==> src/rtl/uart_pkg.sv <==
// uart_pkg
// Shared definitions for the hex-reporting UART path: ASCII constants,
// FSM state encoding, default bit timing and the nibble-to-ASCII helper.
package uart_pkg;

    localparam logic [7:0] ASCII_CR = 8'h0D;
    localparam logic [7:0] ASCII_LF = 8'h0A;
    localparam logic [7:0] ASCII_0  = 8'h30;
    localparam logic [7:0] ASCII_A  = 8'h41;

    localparam int DEF_CLK_FREQ     = 50_000_000;
    localparam int DEF_BAUD         = 115_200;
    localparam int DEF_CLKS_PER_BIT = DEF_CLK_FREQ / DEF_BAUD;

    typedef enum logic [2:0] {
        IDLE,
        START,
        DATA,
        STOP,
        NEXT
    } uart_state_t;

    // Uppercase hex digit for one nibble.
    function automatic logic [7:0] hex_char(input logic [3:0] n);
        if (n < 4'd10) begin
            return ASCII_0 + {4'd0, n};
        end
        return ASCII_A + ({4'd0, n} - 8'd10);
    endfunction

endpackage

==> src/rtl/uart_tx_byte.sv <==
// uart_tx_byte
// 8N1 byte serializer, LSB first, each bit CLKS_PER_BIT cycles.
// Ports:
//   clk, rst   clock and synchronous active-high reset
//   load, data byte request; accepted whenever ready is high
//   ready      high in IDLE and in the final cycle of the stop bit, so a
//              new byte loaded then starts with no idle gap
//   tx         registered serial output, idle high
//
// state | meaning
// IDLE  | line idle, waiting for load
// START | driving start bit
// DATA  | driving data bits 0-7 (bit counter)
// STOP  | driving stop bit
module uart_tx_byte
    import uart_pkg::*;
#(
    parameter int CLKS_PER_BIT = DEF_CLKS_PER_BIT
) (
    input  logic       clk,
    input  logic       rst,
    input  logic       load,
    input  logic [7:0] data,
    output logic       ready,
    output logic       tx
);

    localparam int BAUD_W = (CLKS_PER_BIT > 1) ? $clog2(CLKS_PER_BIT) : 1;
    localparam logic [BAUD_W-1:0] BAUD_LAST = BAUD_W'(CLKS_PER_BIT - 1);

    uart_state_t       state_q, state_d;
    logic [BAUD_W-1:0] baud_q, baud_d;
    logic [2:0]        bit_q, bit_d;
    logic [7:0]        shift_q, shift_d;
    logic              tx_q, tx_d;
    logic              bit_end;

    assign bit_end = (baud_q == BAUD_LAST);
    assign ready   = (state_q == IDLE) || ((state_q == STOP) && bit_end);
    assign tx      = tx_q;

    always_ff @(posedge clk) begin
        if (rst) begin
            state_q <= IDLE;
            baud_q  <= '0;
            bit_q   <= '0;
            shift_q <= '0;
            tx_q    <= 1'b1;
        end else begin
            state_q <= state_d;
            baud_q  <= baud_d;
            bit_q   <= bit_d;
            shift_q <= shift_d;
            tx_q    <= tx_d;
        end
    end

    always_comb begin
        state_d = state_q;
        baud_d  = baud_q;
        bit_d   = bit_q;
        shift_d = shift_q;
        tx_d    = tx_q;
        case (state_q)
            IDLE: begin
                if (load) begin
                    state_d = START;
                    baud_d  = '0;
                    bit_d   = '0;
                    shift_d = data;
                    tx_d    = 1'b0;
                end
            end
            START: begin
                if (bit_end) begin
                    state_d = DATA;
                    baud_d  = '0;
                    tx_d    = shift_q[0];
                    shift_d = {1'b0, shift_q[7:1]};
                end else begin
                    baud_d = baud_q + 1'b1;
                end
            end
            DATA: begin
                if (bit_end) begin
                    baud_d = '0;
                    if (bit_q == 3'd7) begin
                        state_d = STOP;
                        bit_d   = '0;
                        tx_d    = 1'b1;
                    end else begin
                        bit_d   = bit_q + 1'b1;
                        tx_d    = shift_q[0];
                        shift_d = {1'b0, shift_q[7:1]};
                    end
                end else begin
                    baud_d = baud_q + 1'b1;
                end
            end
            STOP: begin
                if (bit_end) begin
                    baud_d = '0;
                    if (load) begin
                        state_d = START;
                        bit_d   = '0;
                        shift_d = data;
                        tx_d    = 1'b0;
                    end else begin
                        state_d = IDLE;
                    end
                end else begin
                    baud_d = baud_q + 1'b1;
                end
            end
            default: begin
                state_d = IDLE;
                tx_d    = 1'b1;
            end
        endcase
    end

endmodule

==> src/rtl/uart_hex_reporter.sv <==
// uart_hex_reporter
// Sends an 8-bit value as the ASCII line "<hi hex><lo hex>\r\n" over UART.
// Ports:
//   CLOCK_50  system clock
//   Reset     synchronous active-high reset
//   value     byte to report, sampled when send is high
//   send      one-cycle request strobe
//   tx        UART serial output (8N1, idle high)
//   busy      high while a message is on the line
//   done      one-cycle pulse after the LF stop bit
//   pending   a queued request is waiting
//
// state | meaning
// IDLE  | no message in flight
// START | a character frame is being serialized
// NEXT  | one-cycle gap, loads the next character
module uart_hex_reporter
    import uart_pkg::*;
#(
    parameter int CLK_FREQ     = DEF_CLK_FREQ,
    parameter int BAUD         = DEF_BAUD,
    parameter int CLKS_PER_BIT = CLK_FREQ / BAUD
) (
    input  logic       CLOCK_50,
    input  logic       Reset,
    input  logic [7:0] value,
    input  logic       send,
    output logic       tx,
    output logic       busy,
    output logic       done,
    output logic       pending
);

    uart_state_t state_q, state_d;
    logic [1:0]  idx_q, idx_d;
    logic [7:0]  msg_q, msg_d;
    logic [7:0]  pend_val_q, pend_val_d;
    logic        pend_q, pend_d;
    logic        busy_q, busy_d;
    logic        done_q, done_d;
    logic        load;
    logic [7:0]  load_byte;
    logic [7:0]  next_msg;
    logic        ser_ready;

    function automatic logic [7:0] char_at(input logic [7:0] msg, input logic [1:0] idx);
        case (idx)
            2'd0:    return hex_char(msg[7:4]);
            2'd1:    return hex_char(msg[3:0]);
            2'd2:    return ASCII_CR;
            default: return ASCII_LF;
        endcase
    endfunction

    uart_tx_byte #(
        .CLKS_PER_BIT(CLKS_PER_BIT)
    ) u_tx (
        .clk   (CLOCK_50),
        .rst   (Reset),
        .load  (load),
        .data  (load_byte),
        .ready (ser_ready),
        .tx    (tx)
    );

    assign busy    = busy_q;
    assign done    = done_q;
    assign pending = pend_q;

    always_ff @(posedge CLOCK_50) begin
        if (Reset) begin
            state_q    <= IDLE;
            idx_q      <= '0;
            msg_q      <= '0;
            pend_val_q <= '0;
            pend_q     <= 1'b0;
            busy_q     <= 1'b0;
            done_q     <= 1'b0;
        end else begin
            state_q    <= state_d;
            idx_q      <= idx_d;
            msg_q      <= msg_d;
            pend_val_q <= pend_val_d;
            pend_q     <= pend_d;
            busy_q     <= busy_d;
            done_q     <= done_d;
        end
    end

    always_comb begin
        state_d    = state_q;
        idx_d      = idx_q;
        msg_d      = msg_q;
        pend_val_d = pend_val_q;
        pend_d     = pend_q;
        busy_d     = busy_q;
        done_d     = 1'b0;
        load       = 1'b0;
        load_byte  = char_at(msg_q, idx_q);
        // A fresh send always beats an older queued value.
        next_msg   = send ? value : pend_val_q;

        if ((state_q != IDLE) && send) begin
            pend_d     = 1'b1;
            pend_val_d = value;
        end

        case (state_q)
            IDLE: begin
                if (send || pend_q) begin
                    msg_d     = next_msg;
                    idx_d     = '0;
                    pend_d    = 1'b0;
                    load      = 1'b1;
                    load_byte = hex_char(next_msg[7:4]);
                    state_d   = START;
                    busy_d    = 1'b1;
                end
            end
            START: begin
                if (ser_ready) begin
                    if (idx_q != 2'd3) begin
                        state_d = NEXT;
                        idx_d   = idx_q + 1'b1;
                    end else begin
                        done_d = 1'b1;
                        // Queued request chains straight into its start bit.
                        if (send || pend_q) begin
                            msg_d     = next_msg;
                            idx_d     = '0;
                            pend_d    = 1'b0;
                            load      = 1'b1;
                            load_byte = hex_char(next_msg[7:4]);
                        end else begin
                            state_d = IDLE;
                            busy_d  = 1'b0;
                        end
                    end
                end
            end
            NEXT: begin
                load    = 1'b1;
                state_d = START;
            end
            default: begin
                state_d = IDLE;
                busy_d  = 1'b0;
            end
        endcase
    end

endmodule

==> config.mk <==
export PLATFORM = sky130hd
export DESIGN_NAME = uart_hex_reporter
export DESIGN_NICKNAME = d
export VERILOG_FILES = /design/src/rtl/uart_pkg.sv /design/src/rtl/uart_tx_byte.sv /design/src/rtl/uart_hex_reporter.sv
export SDC_FILE = /design/constraint.sdc
export NUM_CORES = 1
export LEC_CHECK = 0
export ABC_AREA = 1
export CORE_UTILIZATION = 35
export DETAILED_ROUTE_END_ITERATION = 10
export GPL_TIMING_DRIVEN = 1
export PLACE_DENSITY_LB_ADDON = 0.1
export SETUP_SLACK_MARGIN = 0.02
export SYNTH_ARGS = -nofsm -noshare
export SYNTH_HDL_FRONTEND = slang
export SYNTH_SLANG_ARGS = --single-unit
==> constraint.sdc <==
create_clock -name CLOCK_50 -period 6.4 [get_ports CLOCK_50]
set_input_delay 1.28 -clock CLOCK_50 [delete_from_list [all_inputs] [get_ports CLOCK_50]]
set_output_delay 1.28 -clock CLOCK_50 [all_outputs]
set_load 0.1 [all_outputs]
==> summary.md <==
| Metric | Value |
|---|---|
| Layout area overhead | 9.80% |
| CP Class | input port to flop |
| Worst-path maximum fanout | 18 |
| H-tree levels | 2 |
| DR DRC count | 0 |
| Effective utilization at floorplan | 0.362 |
| Status | finished, final reports clean |
| CTS resizes | 0 |
| Distinct cell type count after synthesis | 35 |
| Gate power share | 0.545 |
| Layout cells sized above 1 | 0.0802 |
| Initial antenna violation count | 0 |
| Synth Area in Compound Gates | 0.169 |
| Bufs and invs on worst path | 5 |
| CTS tree | done |
| Synth Cell Area | ~3200 um^2 |
| Maxcap violations | 0 |
| Maximum number of pins on one net before global-route repair | 34 |
| Num rows | 34 |
| Yosys reg bits | between 40 and 50 |
| CP top delay family | buffers and inverters |
| Crit path DAT | around 3800 ps |
| Core Area | 8720 um^2 |
| Sequential cell fraction of total power | 0.284 |
| Worst setup margin | around 2800 ps |
| Final instance area | about 3500 um^2 |
| Switching part of the total | 0.473 |
| Critical Path Slowest Stage Cell | clkdlybuf4s50_1 |
| Cell Chain, Critical Path | clkdlybuf4s50_1 > nand2_1 > o21ai_1 > ha_1 > inv_1 > ha_1 > inv_1 > nor2_1 > inv_1 > nand2_1 > nand3_1 > nand2_1 > nand2_1 > nand2_1 > nand3_1 > nand2_1 > inv_1 |
| Clock-pin slew on the worst setup and hold paths | ~90 ps |
| Post-Syn Nets | 513 |
| Worst slew pin tran | 1030 ps |
| Nets | ~520 |
| DR pass1 iterations | 4 |
| Multiplexer share of the synthesized area | 0 |
| WL/cell | around 12 um |
| Slew margin rel. | 0.312 |
| Post-Place Setup Slack | between 2000 and 2500 ps |
| Buffer count from post-CTS setup fixing | 0 |
| Vias per cell | approximately 4.8 |
| CTS root buffer | clkbuf_8 |
| Final max-slew violation count | 0 |
| Clk pwr share | 0.171 |
| Post-synthesis cell count | between 400 and 500 |
| Critical Path Start Type | input port |
| Placed Area | around 3300 um^2 |
| RSZ-0062 raised after global routing | no |
| First-pass GRT wire length | ~13 mm |
| Cts hold-fix bufs | 0 |
| DIE WIDTH | between 90 and 100 um |
| Vias | approximately 2900 |
| Max rail drop VDD | between 0.0001 and 0.00015 V |
| Vias in the first global route | between 2000 and 3000 |
| I/O Pins | 15 |
| GPL Wtd Cong | ~0.83 |
| Final hold vios | 0 |
| Routed Antenna Nets | 0 |
| ANT cells | 0 |
| Main combinational cell family by area after synthesis | simple AND/OR/NAND/NOR gates |
| Clk Latency, worst-skew pair | approximately 300 ps |
| Final period util | 0.568 |
| Critical Path End Type | flop |
| Post-route minimum period | 3640 ps |
| Switch Pwr | between 0.0006 and 0.0007 W |
| GRT overflow | 0 |
| Cell Pwr Density | 391 nW/um^2 |
| Setup TNS | 0 ps |
| Max incr delay on CP | 960 ps |
| Req. time, crit path | 6610 ps |
| 1st-iter DRT viols | approximately 110 |
| Syn avg cell area | 6.61 um^2 |
| CP most frequent cell | nand2_1 |
| Worst min-delay path category | flop to flop |
| PortBufs | 14 |
| Yosys warns | 0 |
| Clock Sinks | 45 |
| Die area | around 9400 um^2 |
| Die height | between 90 and 100 um |
| Post-Synth Simple-Gate Area | 0.322 |
| CTS buffer count | 5 |
| Worst Skew | roughly 5.3 ps |
| Dpl hpwl | between 5 and 6 mm |
| GRT Resource Usage Total | 0.165 |
| Synth Area in XOR/XNOR | 0.00278 |
| Total Routed Length | approximately 7.4 mm |
| Post-synthesis adder-cell area fraction | 0.0992 |
| Leakage | 1.59 nW |
| Sequential area share after synthesis | 0.286 |
| Longest Clk Path Bufs | 2 |
| Final Setup Violations | 0 |
| Internal power | about 0.00071 W |
| FMAX | between 0.2 and 0.3 GHz |
worst reg2reg max path: stages (launching register included):
cell and delay [ps]:
dfxtp_1 410, inv_1 110, ha_1 180, inv_1 50
ha_1 300, inv_1 130, o21ai_0 260, nand3_1 120
nand2_1 100, inv_1 50, nand2_1 60, nand2_1 50
nor2_1 80, nor2_1 40
flip-flops by register name (all words and copies together), names as in the netlist:
name and count:
done 1, pending 1, idx_q 2, u_tx.bit_q 3, u_tx.shift_q 7, busy 1
state_q 2, pend_val_q 8, msg_q 8, u_tx.baud_q 9, u_tx.tx 1, u_tx.state_q 2
synthesized netlist by cell type (all sizes together):
| library cell | instances | share of area |
|---|---|---|
| dfxtp | 45 | 0.29 |
| a21oi | 47 | 0.077 |
| buf | 8 | 0.020 |
| o211ai | 1 | 0.0024 |
| o22ai | 1 | 0.0020 |
| nor3b | 2 | 0.0048 |
| o21bai | 2 | 0.0048 |
| xor2 | 1 | 0.0028 |
| clkbuf | 5 | 0.0060 |
| nor3 | 1 | 0.0016 |
| nand2 | 116 | 0.15 |
| o21ai | 42 | 0.071 |
| inv | 80 | 0.095 |
| nand4 | 6 | 0.012 |
| a31oi | 1 | 0.0020 |
| nor2 | 47 | 0.071 |
| nand3 | 40 | 0.079 |
| or2 | 3 | 0.0060 |
| a221oi | 1 | 0.0028 |
| ha | 25 | 0.099 |
| a211oi | 3 | 0.0071 |
kinds of logic (layout without fill, tap and decap cells):
kind of cell             count (synthesis)  count (layout)
buffers and inverters                   93             102
AO/OA/AOI/OAI                           98              98
flip-flops                              45              45
adder cells (fa/ha/maj)                 25              25
XOR/XNOR                                 1               1
AND/OR/NAND/NOR                        215             215
power by group through the flow:
stage	sequential [W]	combinational [W]	clock [W]
floorplan	0.000415	0.000584	0
global placement	0.000391	0.000736	0
detailed placement	0.000392	0.000740	0
CTS	0.000385	0.000744	0.000237
global route	0.000394	0.000854	0.000249
finish	0.000385	0.000739	0.000232
metrics by stage:
| step | util | total power (W) | instances | hold slack, ps |
|---|---|---|---|---|
| global route | 0.397 | 0.00150 | 594 | 480 |
| CTS | 0.397 | 0.00137 | 594 | 458 |
| detailed placement | 0.384 | 0.00113 | 586 | 447 |
| floorplan | - | 0.00100 | 477 | 425 |
| finish | 0.397 | 0.00136 | 594 | 452 |
| global placement | 0.384 | 0.00113 | 586 | 439 |
area by class of cell:
cell class | count | area [um^2]
clock inverters | 1 | 30.0
flip-flops and latches | 45 | 901
well taps | 108 | 135
inverters | 80 | 300
multi-input cells | 339 | 1870
clock buffers | 7 | 86.3
repair buffers | 14 | 140
fillers | 961 | 5260
metal layers:
metal | vias up | share of wire | track usage | routed length [um]
met5 | - | 0 | 0 | 0
met4 | 0 | 0.0092 | 0.0379 | 68
met3 | 7 | 0.022 | 0.0224 | 160
met2 | 30 | 0.43 | 0.252 | 3150
met1 | 1270 | 0.54 | 0.245 | 3980
li1 | 1552 | - | - | -
layout by cell type (no fill, tap or decap), types with 2 or more instances in the layout:
cell type / n
clkdlybuf4s50_1: 14
nor2_2: 3
a21oi_2: 2
nand3_1: 35
nand3_4: 3
nand2_4: 3
clkbuf_8: 6
o21ai_2: 4
nor2_1: 40
nand4_1: 6
o21bai_1: 2
a21oi_1: 45
nor3b_1: 2
o21ai_1: 15
o21ai_0: 23
nand2_1: 109
ha_1: 25
dfxtp_1: 45
or2_2: 2
inv_2: 5
inv_1: 75
nor2_4: 3
nand2_2: 4
a211oi_1: 3
nand3_2: 2
worst paths after layout:
check	startpoint	end	slack (ps)	depth (start not counted)
max reg2reg	msg_q[6]$_SDFFE_PP0P_	u_tx.shift_q[1]$_SDFFE_PP0P_	4370	13
max	send	u_tx.shift_q[4]$_SDFFE_PP0P_	2760	17
min reg2reg	pend_val_q[1]$_SDFFE_PP0P_	pend_val_q[1]$_SDFFE_PP0P_	450	2
min	pend_val_q[1]$_SDFFE_PP0P_	pend_val_q[1]$_SDFFE_PP0P_	450	2
(Power assumes the default switching activity.)
==> edit 1: new RTL, same flow settings <==
Encoding of `uart_state_t`: now Gray code (3 bits for 5 states).
--- a/src/rtl/uart_pkg.sv
+++ b/src/rtl/uart_pkg.sv
@@ -13,11 +13,11 @@
     localparam int DEF_CLKS_PER_BIT = DEF_CLK_FREQ / DEF_BAUD;
 
     typedef enum logic [2:0] {
-        IDLE,
-        START,
-        DATA,
-        STOP,
-        NEXT
+        IDLE  = 3'b000,
+        START = 3'b001,
+        DATA  = 3'b011,
+        STOP  = 3'b010,
+        NEXT  = 3'b110
     } uart_state_t;
 
     // Uppercase hex digit for one nibble.
Formal check against the unedited RTL: same outputs for any inputs over 10 cycles, from zero or initial values and one cycle with Reset high; not proved beyond that.
==> edit 1 against the original RTL <==
Critical path depth shrank 3. Die area shrank 4.8%. Synthesized area shrank 4.9%. Sequential cell count is the same. Wire length shrank 7.7%. Worst setup slack gained 0.061 ns. Cell area shrank 4.1%. Fmax grew 1.7%. Hold slack gained 0.0048 ns. Sequential share of layout area grew 1.1 points.
Power is not compared: it rests on default switching activity, and its combinational part moved more than twofold at a synthesized area within 25%.
==> edit 1: results (changes against the original RTL) <==
.. list-table::
   :header-rows: 1

   * - Metric
     - Value
   * - Register-to-Register Path Depth
     - 17 (+4)
   * - Total via count after detailed routing
     - 2763 (-3.4%)
   * - RD Place Congestion
     - 0.820 (-1.5%)
   * - Crit path largest cell delay
     - 0.77 ns (-0.19 ns)
   * - R2r endpoint
     - u_tx.shift_q[4]
   * - Top post-synthesis cells by area
     - dfxtp_1 (30%), nand2_1 (18%), ha_1 (8.3%)
   * - Vias in the first global route
     - 2564 (-4.1%)
   * - Pin count of the biggest net entering global routing
     - 27 (-21%)
   * - Placed Cells incl. Taps
     - 580 (-1.0%)
   * - Post-DR wirelength/cell
     - 11.6 um (-6.7%)
   * - Number of CTS-inserted buffers
     - 5 (unchanged)
   * - Final Routed Wirelength
     - 6790 um (-7.7%)
   * - Sequential-to-total area share from yosys stat
     - 0.300 (+0.0148)
   * - Synth Instances
     - 474 (-0.63%)
   * - Worst endpoint data arrival time
     - 3.77 ns (-0.07 ns)
   * - Outcome
     - complete, no violations
   * - Minimum hold slack
     - 0.457 ns (+0.00478 ns)
   * - Global-route wire length before repair
     - 11900 um (-7.1%)
   * - Reg-to-reg slack, setup
     - 4.47 ns (+0.10 ns)
   * - Number of H-tree levels
     - 2 (unchanged)
   * - Largest regs
     - u_tx.baud_q x9, msg_q x8, pend_val_q x8
   * - Post-CTS setup buffer count
     - 0 (unchanged)
   * - Maximum fanout count along the critical path
     - 12 (-6)
   * - Worst reg2reg path startpoint
     - pend_val_q[5]
   * - Worst-case hold path end point
     - pend_val_q[5]
   * - Measured slew at the worst slew-check pin
     - 0.966 ns (-0.0651 ns)
   * - Worst Min Path Start
     - pend_val_q[5]
   * - Share of async-settable or async-resettable flops after synthesis
     - 0 (unchanged)
   * - Clock skew after layout
     - 0.00682 ns (+0.00157 ns)
   * - Worst-case setup slack after placement
     - 2.52 ns (+0.119 ns)
   * - Count of filler cells inserted in the layout
     - 937 (-2.5%)
   * - Top_reg_cell synth
     - dfxtp_1
   * - Post-Syn Nets
     - 505 (-1.6%)
   * - Standard cell area after detailed placement
     - 0.00320 mm^2 (-4.3%)
   * - Unique masters post-synth
     - 35 (unchanged)
   * - Most frequent cells after synthesis
     - nand2_1 (145), inv_1 (62), dfxtp_1 (45), a21oi_1 (39), nor2_1 (38)
   * - VDD IR-drop max
     - 0.112 mV
   * - Share of layout cells above drive strength 1
     - 0.0828 (+0.00257)
   * - DRT iter0 DRCs
     - 91 (-17%)
   * - Overall global routing resource usage
     - 0.168 (+0.00248)
   * - Total number of nets in the final design
     - 513 (-1.5%)
   * - Hpwl dp
     - 5160 um (-8.0%)
-- edit 1: changes by cell type after synthesis, sizes merged, moves of 3 or more --
cell,before,now
buf,8,5
nor2,47,42
o21ai,42,28
inv,80,72
nand2,116,154
nor3,1,4
nand4,6,1
ha,25,20
a31oi,1,4
a21oi,47,39
clkbuf,5,8
-- edit 1: worst max-delay path by stage --
| stage | startpoint | to | slack (ns) |
|---|---|---|---|
| 5_1_grt | send | u_tx.shift_q[1] | 2.60 |
| 4_1_cts | send | u_tx.shift_q[1] | 2.85 |
| 3_5_place_dp | send | u_tx.shift_q[1] | 2.52 |
| 3_3_place_gp | send | u_tx.shift_q[3] | 2.59 |
| 2_1_floorplan | send | u_tx.shift_q[3] | 3.50 |
| 6_report | send | u_tx.shift_q[1] | 2.83 |
-- edit 1: final cells by class --
type                       count  area (um^2)  share of cell area
multi-input combinational    344         1760               0.531
tap                          105          131              0.0396
clock buffer                   7         86.3              0.0260
timing repair buffer          14          140              0.0422
inverter                      72          270              0.0814
clock inverter                 1         30.0             0.00904
sequential                    45          901               0.271
-- edit 1: worst min-delay path, delay by kind of cell, from the launching register on --
kind / cells / cell delay, ns
buffers and inverters: 1 / 0.06
AO/OA/AOI/OAI: 1 / 0.05
flip-flops: 1 / 0.30
-- edit 1: logic make-up (layout without fill, tap and decap cells) --
family	count (synthesis)	in the layout	synth area share
buffers and inverters	85	94	0.112
DFF	45	45	0.300
AOI/OAI and AO/OA	78	78	0.143
xor gates and xnor gates	2	2	0.00584
adders and majority gates	20	20	0.0834
and+or+nand+nor	244	244	0.355
-- edit 1: layer usage --
layer / part of all wire / GRT usage
met1: 0.54 / 0.236
met2: 0.43 / 0.269
met3: 0.021 / 0.0225
met4: 0.0094 / 0.0417
met5: 0 / 0
==> edit 2: new RTL, same flow settings <==
Made on the original files. The package constant `DEF_BAUD` goes from 115_200 to 460_800.
--- a/src/rtl/uart_pkg.sv
+++ b/src/rtl/uart_pkg.sv
@@ -9,7 +9,7 @@
     localparam logic [7:0] ASCII_A  = 8'h41;
 
     localparam int DEF_CLK_FREQ     = 50_000_000;
-    localparam int DEF_BAUD         = 115_200;
+    localparam int DEF_BAUD         = 460_800;
     localparam int DEF_CLKS_PER_BIT = DEF_CLK_FREQ / DEF_BAUD;
 
     typedef enum logic [2:0] {
Formal check against the unedited RTL: no difference found for any inputs over 10 cycles, from zero or initial values and one cycle with Reset high; that may be too few to reach the edited logic, so the function may still have changed.
==> edit 2 against the original RTL <==
Cell count down 6.9%. Sequential power shrank 4%. Sequential cell count shrank 2. Synthesized area fell by 7.2%. Worst setup slack worse by 0.00096 ns. Fmax is essentially flat. Clock power down 29%. Non-clock buffer count stayed put. Wire length decreased by 13%. Power fell by 8.7%. Cell area shrank 7.4%.
==> edit 2: results (changes against the original RTL) <==
.. list-table::
   :header-rows: 1

   * - Metric
     - Value
   * - Outcome
     - complete, no violations
   * - Share of layout cells above drive strength 1
     - 0.0820 (+0.00179)
   * - Overall global routing resource usage
     - 0.162 (-0.00290)
   * - Number of warnings printed during yosys synthesis
     - 0 (unchanged)
   * - Share of async-settable or async-resettable flops after synthesis
     - 0 (unchanged)
   * - Worst endpoint data arrival time
     - 3.82 ns (-0.02 ns)
   * - Initial antenna violation count
     - 0 (unchanged)
   * - Synth Instances
     - 439 (-8.0%)
   * - Post-Layout Cell Count
     - 553 (-6.9%)
   * - Unique masters post-synth
     - 31 (-11%)
   * - RD Place Congestion
     - 0.881 (+5.8%)
   * - Number of buffers inserted by port buffering
     - 14 (unchanged)
   * - Number of H-tree levels
     - 2 (unchanged)
   * - Post-Syn Nets
     - 474 (-7.6%)
   * - Clock root buffer master
     - clkbuf_8
   * - Total number of nets in the final design
     - 487 (-6.5%)
   * - Placed Cells incl. Taps
     - 547 (-6.7%)
   * - Top post-synthesis cells by area
     - dfxtp_1 (29%), nand2_1 (12%), ha_1 (10%)
   * - Hpwl dp
     - 4870 um (-13%)
   * - Total via count after detailed routing
     - 2639 (-7.7%)
   * - DRT iter0 DRCs
     - 147 (+35%)
   * - Post-DR wirelength/cell
     - 11.6 um (-6.2%)
   * - Final TNS setup
     - 0 ns (unchanged)
   * - Number of instances resized during post-cts repair
     - 0 (unchanged)
   * - Post-CTS Hold Fix Bufs
     - 0 (unchanged)
   * - Largest regs
     - msg_q x8, pend_val_q x8
   * - VDD IR-drop max
     - 0.130 mV (-9.9%)
   * - Sequential-to-total area share from yosys stat
     - 0.294 (+0.00854)
   * - Register clock-pin slew on the reported worst setup and hold paths
     - 0.08 ns
   * - Type of the worst min-delay path
     - reg2reg
   * - Measured slew at the worst slew-check pin
     - 0.974 ns (-0.0571 ns)
   * - Number of CTS-inserted buffers
     - 5 (unchanged)
   * - Vias in the first global route
     - 2506 (-6.2%)
   * - Clock skew after layout
     - 0.00704 ns (+0.00178 ns)
   * - Pleak
     - 1.41 nW (-12%)
   * - Most frequent cells after synthesis
     - nand2_1 (96), inv_1 (57), nor2_1 (54), dfxtp_1 (43), a21oi_1 (38)
   * - Maximum fanout count along the critical path
     - 14 (-4)
   * - Global-route wire length before repair
     - 11400 um (-11%)
   * - Post-CTS setup buffer count
     - 0 (unchanged)
   * - Ant. Diodes
     - 0 (unchanged)
   * - Later-pin clock latency in the skew report
     - 0.29 ns
   * - Pin count of the biggest net entering global routing
     - 28 (-18%)
## edit 2: power by group
| part | internal, mW | switching, mW | total [mW] | leakage (nW) |
|---|---|---|---|---|
| logic | 0.236 | 0.468 | 0.704 | 1.02 |
| registers | 0.329 | 0.0408 | 0.370 | 0.353 |
| clock network | 0.0726 | 0.0923 | 0.165 | 0.0361 |
| total | 0.637 | 0.601 | 1.24 | 1.41 |
## edit 2: worst max-delay path: stages
cell	delay, ns
clkdlybuf4s50_1	0.68
o21ai_1	0.56
ha_1	0.23
inv_1	0.04
ha_1	0.28
inv_1	0.05
nor2_1	0.14
inv_1	0.06
nand2_2	0.07
nand3_1	0.08
nand2_1	0.09
nand3_1	0.07
a21oi_1	0.13
nor2_1	0.05
## edit 2: layout make-up
type	count	area, um^2
clock buffers	5	68.8
clock inverters	1	7.51
fillers	848	4680
inverters	62	233
multi-input cells	326	1770
flip-flops and latches	43	861
well taps	102	128
repair buffers	14	140
## edit 2: logic make-up after synthesis
kind of cell / count (synthesis) / share of synthesized area
DFF: 43 / 0.294
buffers and inverters: 70 / 0.101
xor gates and xnor gates: 4 / 0.0120
AOI/OAI and AO/OA: 88 / 0.162
adders and majority gates: 24 / 0.103
and+or+nand+nor: 210 / 0.327
## edit 2: through the flow
step | utilization | total power, mW | hold WS, ns | setup slack [ns] | instance area (um^2)
global route | 0.407 | 1.38 | 0.497 | 2.47 | 3210
CTS | 0.407 | 1.25 | 0.474 | 2.76 | 3210
global placement | 0.397 | 1.08 | 0.450 | 2.55 | 3130
detailed placement | 0.397 | 1.08 | 0.460 | 2.50 | 3130
finish | 0.407 | 1.24 | 0.470 | 2.76 | 3210
floorplan | - | 0.964 | 0.441 | 3.53 | 2930
## edit 2: path summary, 6_finish.rpt
check	from	endpoint	slack (ns)	depth (start not counted)
worst max-delay path	send	u_tx.shift_q[4]	2.76	14
worst min-delay path	pend_val_q[0]	pend_val_q[0]	0.47	2
worst max register to register	pend_val_q[5]	u_tx.shift_q[4]	4.25	13
worst min register to register	pend_val_q[0]	pend_val_q[0]	0.47	2
## edit 2: layer usage
layer / vias up / track usage / share of wire
li1: 1442 / - / -
met1: 1154 / 0.230 / 0.54
met2: 38 / 0.257 / 0.42
met3: 5 / 0.0252 / 0.029
met4: 0 / 0.0385 / 0.0089
met5: - / 0 / 0
